<file path="config.mk">
export PLATFORM = sky130hd
export DESIGN_NAME = pwr_toggle_accum
export DESIGN_NICKNAME = d
export VERILOG_FILES = /design/src/rtl/pwr_toggle_accum.sv
export SDC_FILE = /design/constraint.sdc
export NUM_CORES = 1
export LEC_CHECK = 0
export CAP_MARGIN = 20
export CORE_MARGIN = 4
export CORE_UTILIZATION = 52
export CTS_CLUSTER_DIAMETER = 30
export DETAILED_ROUTE_END_ITERATION = 8
export PLACE_DENSITY_LB_ADDON = 0.1
export SYNTH_ARGS = -nofsm -noshare
export SYNTH_HDL_FRONTEND = slang
export SYNTH_SLANG_ARGS = --single-unit
</file>
<file path="constraint.sdc">
create_clock -name clk -period 1.94 [get_ports clk]
set_clock_uncertainty 0.1 [all_clocks]
set_input_delay 0.388 -clock clk [delete_from_list [all_inputs] [get_ports clk]]
set_output_delay 0.388 -clock clk [all_outputs]
set_load 0.1 [all_outputs]
</file>
<file path="src/rtl/pwr_toggle_accum.sv">
// Per-class rising-edge accumulator with snapshot and streamed readout.
// Live counters keep running while the snapshot is dumped one class per beat.
module pwr_toggle_accum #(
  parameter  int N_CLASSES   = 8,
  parameter  int CNT_W       = 16,
  parameter  bit CLR_ON_SNAP = 1'b1,
  localparam int IDX_W       = $clog2(N_CLASSES)
) (
  input  logic                 clk,
  input  logic                 reset,
  input  logic [N_CLASSES-1:0] mon_in,
  input  logic                 enable,
  input  logic                 snap_req,
  output logic                 snap_busy,
  output logic                 rd_valid,
  input  logic                 rd_ready,
  output logic [IDX_W-1:0]     rd_idx,
  output logic [CNT_W-1:0]     rd_data,
  output logic                 rd_sat,
  output logic                 rd_last
);

  typedef enum logic {IDLE, DUMP} state_e;

  localparam logic [CNT_W-1:0] MAX  = '1;
  localparam logic [IDX_W-1:0] LAST = IDX_W'(N_CLASSES - 1);

  state_e                            state_q, state_d;
  logic [IDX_W-1:0]                  idx_q, idx_d;
  logic [N_CLASSES-1:0]              mon_prev_q;
  logic [N_CLASSES-1:0][CNT_W-1:0]   cnt_q, cnt_d;
  logic [N_CLASSES-1:0]              sat_q, sat_d;
  logic [N_CLASSES-1:0][CNT_W-1:0]   shadow_q;
  logic [N_CLASSES-1:0]              shadow_sat_q;

  logic                              snap;
  logic                              clr;
  logic                              dump;
  logic [N_CLASSES-1:0]              rise;
  logic [N_CLASSES-1:0]              inc;
  logic [N_CLASSES-1:0][CNT_W-1:0]   base;
  logic [N_CLASSES-1:0]              base_sat;

  always_comb begin
    state_d = state_q;
    idx_d   = idx_q;
    snap    = 1'b0;
    unique case (state_q)
      IDLE: begin
        if (snap_req) begin
          snap    = 1'b1;
          idx_d   = '0;
          state_d = DUMP;
        end
      end
      DUMP: begin
        if (rd_ready) begin
          idx_d = idx_q + 1'b1;
          if (idx_q == LAST) state_d = IDLE;
        end
      end
    endcase
  end

  // Clearing restarts from this cycle's edge so nothing is lost at snapshot.
  always_comb begin
    clr  = snap && CLR_ON_SNAP;
    rise = mon_in & ~mon_prev_q;
    inc  = rise & {N_CLASSES{enable}};
    base     = '0;
    base_sat = '0;
    cnt_d    = '0;
    sat_d    = '0;
    for (int i = 0; i < N_CLASSES; i++) begin
      base[i]     = clr ? '0 : cnt_q[i];
      base_sat[i] = clr ? 1'b0 : sat_q[i];
      cnt_d[i]    = (inc[i] && base[i] != MAX) ? base[i] + 1'b1 : base[i];
      sat_d[i]    = base_sat[i] | (inc[i] && base[i] >= MAX - 1'b1);
    end
  end

  always_ff @(posedge clk) begin
    if (reset) begin
      state_q      <= IDLE;
      idx_q        <= '0;
      mon_prev_q   <= '0;
      cnt_q        <= '0;
      sat_q        <= '0;
      shadow_q     <= '0;
      shadow_sat_q <= '0;
    end else begin
      state_q    <= state_d;
      idx_q      <= idx_d;
      mon_prev_q <= mon_in;
      cnt_q      <= cnt_d;
      sat_q      <= sat_d;
      if (snap) begin
        shadow_q     <= cnt_q;
        shadow_sat_q <= sat_q;
      end
    end
  end

  assign dump      = (state_q == DUMP);
  assign snap_busy = dump;
  assign rd_valid  = dump;
  assign rd_idx    = dump ? idx_q : '0;
  assign rd_data   = dump ? shadow_q[idx_q] : '0;
  assign rd_sat    = dump & shadow_sat_q[idx_q];
  assign rd_last   = dump & (idx_q == LAST);

endmodule

</file>
==> impl_metrics.env, run 1 <==
export IMPL_status="finished, violations left"
export IMPL_violations="setup timing"
export IMPL_min_delay_start="reset"
export IMPL_p_leak_nw=6.454
export IMPL_grt_pass1_wl_um=59020
export IMPL_ys_warnings_count=0
export IMPL_avgViaCountPerCell=5.851
export IMPL_drv_slew=0
export IMPL_cts_buffers=58
export IMPL_io_pins=36
export IMPL_r2r_slack_ps=-90
export IMPL_grt_max_degree=122
export IMPL_layout_setup_ws_ps=-823.0
export IMPL_syn_avg_cell_area_um2=8.453
export IMPL_whs_path_depth=5
export IMPL_rsz0062_at_grt="yes"
export IMPL_final_common_cell="nand2_1"
export IMPL_num_vias=12050
export IMPL_synthTopCellsByArea="dfxtp_1, nand2_1, a21oi_1"
export IMPL_internal_power_w=0.01360
export IMPL_drt_total_wl_um=39020
export IMPL_cts_clk_slew_worst_paths_ps=50
export IMPL_final_cell_area_um2=18000
export IMPL_drive_gt1_share_pct=28.83
export IMPL_synthMuxAreaShare_pct=7.816
export IMPL_die_area_um2=26590
export IMPL_netlist_instances=1479
export IMPL_cts_tree="done"
export IMPL_instances_no_fill=2060
export IMPL_ys_seq_area_share_pct=45.48
export IMPL_fmax_mhz=361.9
export IMPL_clk_latency_ps=570
export IMPL_synth_edff_count=0
export IMPL_worstSetupPathType="flop to output port"
export IMPL_overflow=0
export IMPL_grt_util_all_layers_pct=27.54
export IMPL_multi_input_area_um2=7034
export IMPL_die_x_um=163.1
export IMPL_nNetsFinal=1707
export IMPL_switchingPower_w=0.003866
export IMPL_area_delta_synth_final_pct=43.99
export IMPL_synth_top_family_by_area="simple AND/OR/NAND/NOR gates"
export IMPL_layout_common_cells="nand2_1, dfxtp_1, a21oi_1"
export IMPL_r2r_end="cnt_q[9]"
export IMPL_wire_per_inst_um=18.94
export IMPL_setup_viol=32
export IMPL_fillers=1619
export IMPL_yosys_area_top_type_share_pct=45.48
export IMPL_final_core_util_pct=76.46
export IMPL_regArea_um2=5703
export IMPL_whs_endpoint="cnt_q[82]"
export IMPL_synth_largest_area_cell="dfxtp_1"
export IMPL_post_dp_cell_area_um2=15010
export IMPL_cp_end_kind="output port"
export IMPL_power_frac_clock_pct=61.2
export IMPL_powerDensity_nw_per_um2=970.4
export IMPL_p_sw_share_pct=22.13
export IMPL_drt_first_iter_violations=1085
export IMPL_seq_power_share_pct=33.8
export IMPL_synth_adder_area_share_pct=0.2002
export IMPL_critPathArrivalTime_ps=2280
export IMPL_hpwl_um=24550
export IMPL_start_util_pct=53.10
export IMPL_io_buffer_count=35
export IMPL_netlist_area_um2=12500
export IMPL_reg2reg_from="rd_valid"
export IMPL_startpoint_type="flop"
export IMPL_relSlewSlack_pct=62.32
export IMPL_postRouteAntennaNets=0
export IMPL_hold_viol=0
export IMPL_pwr_share_comb_pct=5.0
export IMPL_synth_compound_area_share_pct=13.22
export IMPL_diodes=0
export IMPL_syn_num_nets=1494
export IMPL_antenna_found_initial=1
export IMPL_vdd_drop_max_v=0.0009375
export IMPL_placed_cells=1918
export IMPL_drt_first_pass_iters=5
export IMPL_postCtsHoldBufs=0
export IMPL_root_buffer="clkbuf_16"
export IMPL_min_period_ps=2763
export IMPL_holdWs_ps=207.7
export IMPL_maxCapViolCount=0
export IMPL_ff2ff_path_depth=7
export IMPL_fin_setup_tns_ps=-14490
export IMPL_htree_levels=2
export IMPL_ys_flop_type="dfxtp_1"
export IMPL_synth_simple_gate_area_share_pct=26.53
export IMPL_drcViolationCount=0
export IMPL_grt_pass1_vias=11230
export IMPL_synth_xor_area_share_pct=3.153
export IMPL_critical_path_required_ps=1450
export IMPL_cts_sinks=284
export IMPL_worst_pin_slew_ps=565.2
export IMPL_ctsLongestPathBuffers=3
export IMPL_ys_ff_latch=284
export IMPL_cp_max_fo=10
export IMPL_finalCritPeriodShare_pct=142.4
export IMPL_hp_class="input port to flop"
export IMPL_gp_congestion=0.8407
export IMPL_num_rows=56
export IMPL_async_flop_share_pct=0
export IMPL_coreArea_um2=23540
export IMPL_fp_dieH_um=163.1
export IMPL_synth_cell_types=60
-- area by class of cell --
cell class / count / area share (%)
tap: 319 / 2.217
multi-input combinational: 1088 / 39.08
sequential: 284 / 31.68
timing repair buffer: 252 / 15.00
inverter: 8 / 0.1668
clock inverter: 43 / 3.406
clock buffer: 66 / 8.452
-- per-stage QoR --
| stage | power [W] | setup WS, ps |
|---|---|---|
| detailed placement | 0.006738 | -631.8 |
| finish | 0.01747 | -823.0 |
| CTS | 0.01746 | -830.0 |
| global placement | 0.006736 | -607.1 |
| global route | 0.01791 | -846.2 |
| floorplan | 0.006442 | -236.4 |
-- registers in the layout, indices dropped and copies added (netlist names) --
| signal | flops |
|---|---|
| cnt_q | 128 |
| idx_q | 3 |
| mon_prev_q | 8 |
| rd_valid | 1 |
| sat_q | 8 |
| shadow_q | 128 |
| shadow_sat_q | 8 |
-- worst max path at each step --
stage / to / from / slack, ps / depth (start not counted)
finish: rd_data[7] / idx_q[0] / -820 / 5
floorplan: cnt_q[22] / rd_valid / -240 / 7
detailed placement: cnt_q[77] / enable / -630 / 7
global route: rd_data[10] / idx_q[0] / -850 / 5
CTS: rd_sat / idx_q[0] / -830 / 6
global placement: cnt_q[77] / enable / -610 / 7
-- critical path: stages, from the launching register on --
cell	delay (ps)
dfxtp_4	450
buf_12	190
mux4_2	570
mux2i_2	230
nor2b_4	80
buf_12	170
-- power by group through the flow --
stage | logic, W | registers [W] | clock network [W]
floorplan | 0.000428 | 0.00601 | 0
global placement | 0.000721 | 0.00602 | 0
detailed placement | 0.000722 | 0.00602 | 0
CTS | 0.000781 | 0.00590 | 0.0108
global route | 0.000914 | 0.00590 | 0.0111
finish | 0.000869 | 0.00591 | 0.0107
-- layer usage --
metal / vias up / wire length, um / GRT usage [%]
met4: 2 / 1100 / 8.769
met2: 498 / 17890 / 42.53
met3: 94 / 3095 / 3.911
met5: - / 17 / 0
met1: 5789 / 16910 / 40.17
li1: 5670 / - / -
-- cells in the mapped netlist, types with 3 or more instances --
cell         n
dfxtp_1    284
and3_1      20
nand3_1     38
nor2_1      96
xor2_1      15
and4_1      13
a211o_1      7
o21ai_0     28
nand2b_1     3
buf_4        3
o31ai_1      3
a311oi_1     3
o211ai_1    10
a32oi_1      3
inv_1        8
nor4b_1      3
a41o_1       3
or3_1       17
buf_1       11
a31oi_1     16
a21oi_1    192
buf_2       17
and2_1      15
mux2i_1     20
o2111ai_1    4
xnor2_1     30
nor2b_1     27
nor4_1      14
nor3b_1      4
nor3_2       3
and4b_1      5
clkbuf_1    65
nand2_1    347
nor3_1      29
nand4b_1     3
a211oi_1     6
or4_1        8
nand4_1     35
a21o_1       3
and3b_1      8
mux4_2      34
-- kinds of logic after synthesis --
kind of cell	Yosys count
multiplexers	55
XOR/XNOR	45
AO/OA/AOI/OAI	290
AND/OR/NAND/NOR	696
flip-flops	284
buffers and inverters	107
adder cells (fa/ha/maj)	2
-- repair_timing --
| action | in CTS | in global routing |
|---|---|---|
| gates cloned | 5 | 4 |
| pin swaps | 2 | 41 |
| setup buffers | 7 | 19 |
| resized for setup | 25 | 74 |
| endpoints found under the setup margin | 32 | 82 |
Note: power is estimated with default switching activity, not from simulation.
==> run 2: changes to the inputs <==
Clock period 1.94 ns to 2.8 ns, I/O delays scaled along.
==> impl_metrics.env, run 2 (same netlist as run 1, synthesis figures left out) <==
export IMPL_holdWs_ps=349.9
export IMPL_cts_clk_slew_worst_paths_ps=50
export IMPL_critical_path_top_delay_family="multiplexers"
export IMPL_wire_per_inst_um=18.26
export IMPL_cp_max_fo=5
export IMPL_worst_pin_slew_ps=670.5
export IMPL_layout_setup_ws_ps=-112.1
export IMPL_diodes=0
export IMPL_startpoint_type="flop"
export IMPL_gp_congestion=0.8794
export IMPL_worstPathBufferInverterCount=2
export IMPL_nNetsFinal=1571
export IMPL_die_area_um2=26590
export IMPL_cp_end_kind="output port"
export IMPL_area_delta_synth_final_pct=30.12
export IMPL_drcViolationCount=0
export IMPL_drv_slew=0
export IMPL_final_cell_area_um2=16270
export IMPL_drt_total_wl_um=35160
export IMPL_vdd_drop_max_v=0.0007076
export IMPL_drt_first_pass_iters=5
export IMPL_num_rows=56
export IMPL_fmax_mhz=343.4
export IMPL_critical_path_required_ps=2140
export IMPL_clk_latency_ps=560
export IMPL_fp_dieH_um=163.1
export IMPL_postRouteAntennaNets=0
export IMPL_avgViaCountPerCell=5.789
export IMPL_coreArea_um2=23540
export IMPL_cts_tree="done"
export IMPL_path_cells="clkbuf_16 -> mux4_2 -> mux2i_2 -> nor2b_2 -> buf_12"
export IMPL_crit_path_max_incr_delay_ps=550
export IMPL_grt_pass1_vias=10450
export IMPL_root_buffer="clkbuf_16"
export IMPL_grt_pass1_wl_um=56710
export IMPL_hpwl_um=23080
export IMPL_setup_viol=17
export IMPL_ctsLongestPathBuffers=3
export IMPL_overflow=0
export IMPL_fillers=1842
export IMPL_rsz0062_at_grt="yes"
export IMPL_hold_viol=0
export IMPL_top_regs="cnt_q: 128 flops, shadow_q: 128 flops"
export IMPL_p_leak_nw=5.537
export IMPL_critPathArrivalTime_ps=2250
export IMPL_start_util_pct=53.10
export IMPL_finalCritPeriodShare_pct=104.0
export IMPL_cts_buffers=59
export IMPL_min_period_ps=2912
export IMPL_io_pins=36
export IMPL_drive_gt1_share_pct=18.11
export IMPL_violations="setup timing"
export IMPL_hp_class="flop to flop"
export IMPL_relSlewSlack_pct=55.30
export IMPL_grt_util_all_layers_pct=26.40
export IMPL_antenna_found_initial=0
export IMPL_post_dp_cell_area_um2=13840
export IMPL_die_x_um=163.1
export IMPL_powerDensity_nw_per_um2=765.6
export IMPL_num_vias=11150
export IMPL_grt_max_degree=148
export IMPL_maxCapViolCount=0
export IMPL_cts_sinks=284
export IMPL_crit_path_top_delay_cell="mux4_2"
export IMPL_worstSetupPathType="flop to output port"
export IMPL_drt_first_iter_violations=1006
export IMPL_final_common_cell="nand2_1"
export IMPL_status="finished, violations left"
export IMPL_htree_levels=2
export IMPL_io_buffer_count=35
export IMPL_layout_common_cells="nand2_1, dfxtp_1, a21oi_1"
run 2: worst paths after layout:
path	slack (ps)	depth (start not counted)	end	startpoint
worst min register to register	350	2	shadow_q[125]	shadow_q[125]
worst min-delay path	350	2	shadow_q[125]	shadow_q[125]
worst max register to register	670	5	cnt_q[77]	rd_valid
worst max-delay path	-110	5	rd_data[7]	idx_q[0]
run 2: final cells by class:
class,instances,area [um^2],area share (%)
Clock inverter,42,680.7,4.184
Tap cell,319,399.1,2.453
Sequential cell,284,5689,34.97
Timing Repair Buffer,115,1388,8.529
Clock buffer,70,1609,9.891
Inverter,8,30.03,0.1846
Multi-Input combinational cell,1088,6472,39.79
run 2: worst reg2reg max path, delay by kind of cell (launching register included):
| family | cells | cell delay [ps] |
|---|---|---|
| AOI/OAI and AO/OA | 1 | 150 |
| and+or+nand+nor | 4 | 1370 |
| DFF | 1 | 440 |
run 2: power breakdown:
part	internal [W]	switching (W)	total, W
Combinational	0.000159	0.000305	0.000464
Clock	0.00558	0.00232	0.00790
Sequential	0.00407	0.0000246	0.00410
Total	0.00981	0.00265	0.0125
run 2: metrics by stage:
step | total power, W | util [%] | setup TNS, ps | setup WS [ps] | instances
floorplan | 0.004434 | - | -2132 | -134.1 | 1479
global placement | 0.004613 | 58.81 | 0 | 64.34 | 1810
detailed placement | 0.004615 | 58.81 | 0 | 24.24 | 1810
CTS | 0.01251 | 68.79 | -955.0 | -113.9 | 1924
global route | 0.01280 | 69.10 | -2137 | -157.9 | 1926
finish | 0.01245 | 69.10 | -1316 | -112.1 | 1926
run 2: layer usage:
layer | vias to the layer above | GRT usage (%) | wire, um
met4 | 0 | 8.464 | 953
met5 | - | 0 | 0
met1 | 5313 | 39.44 | 16370
met2 | 380 | 39.64 | 15700
met3 | 67 | 3.709 | 2134
li1 | 5390 | - | -
run 2: timing repair:
action / CTS / global route
gates cloned: 1 / 2
setup buffers: 1 / 0
resized for setup: 7 / 5
endpoints found under the setup margin: 17 / 17
hold buffers: 0 / 0
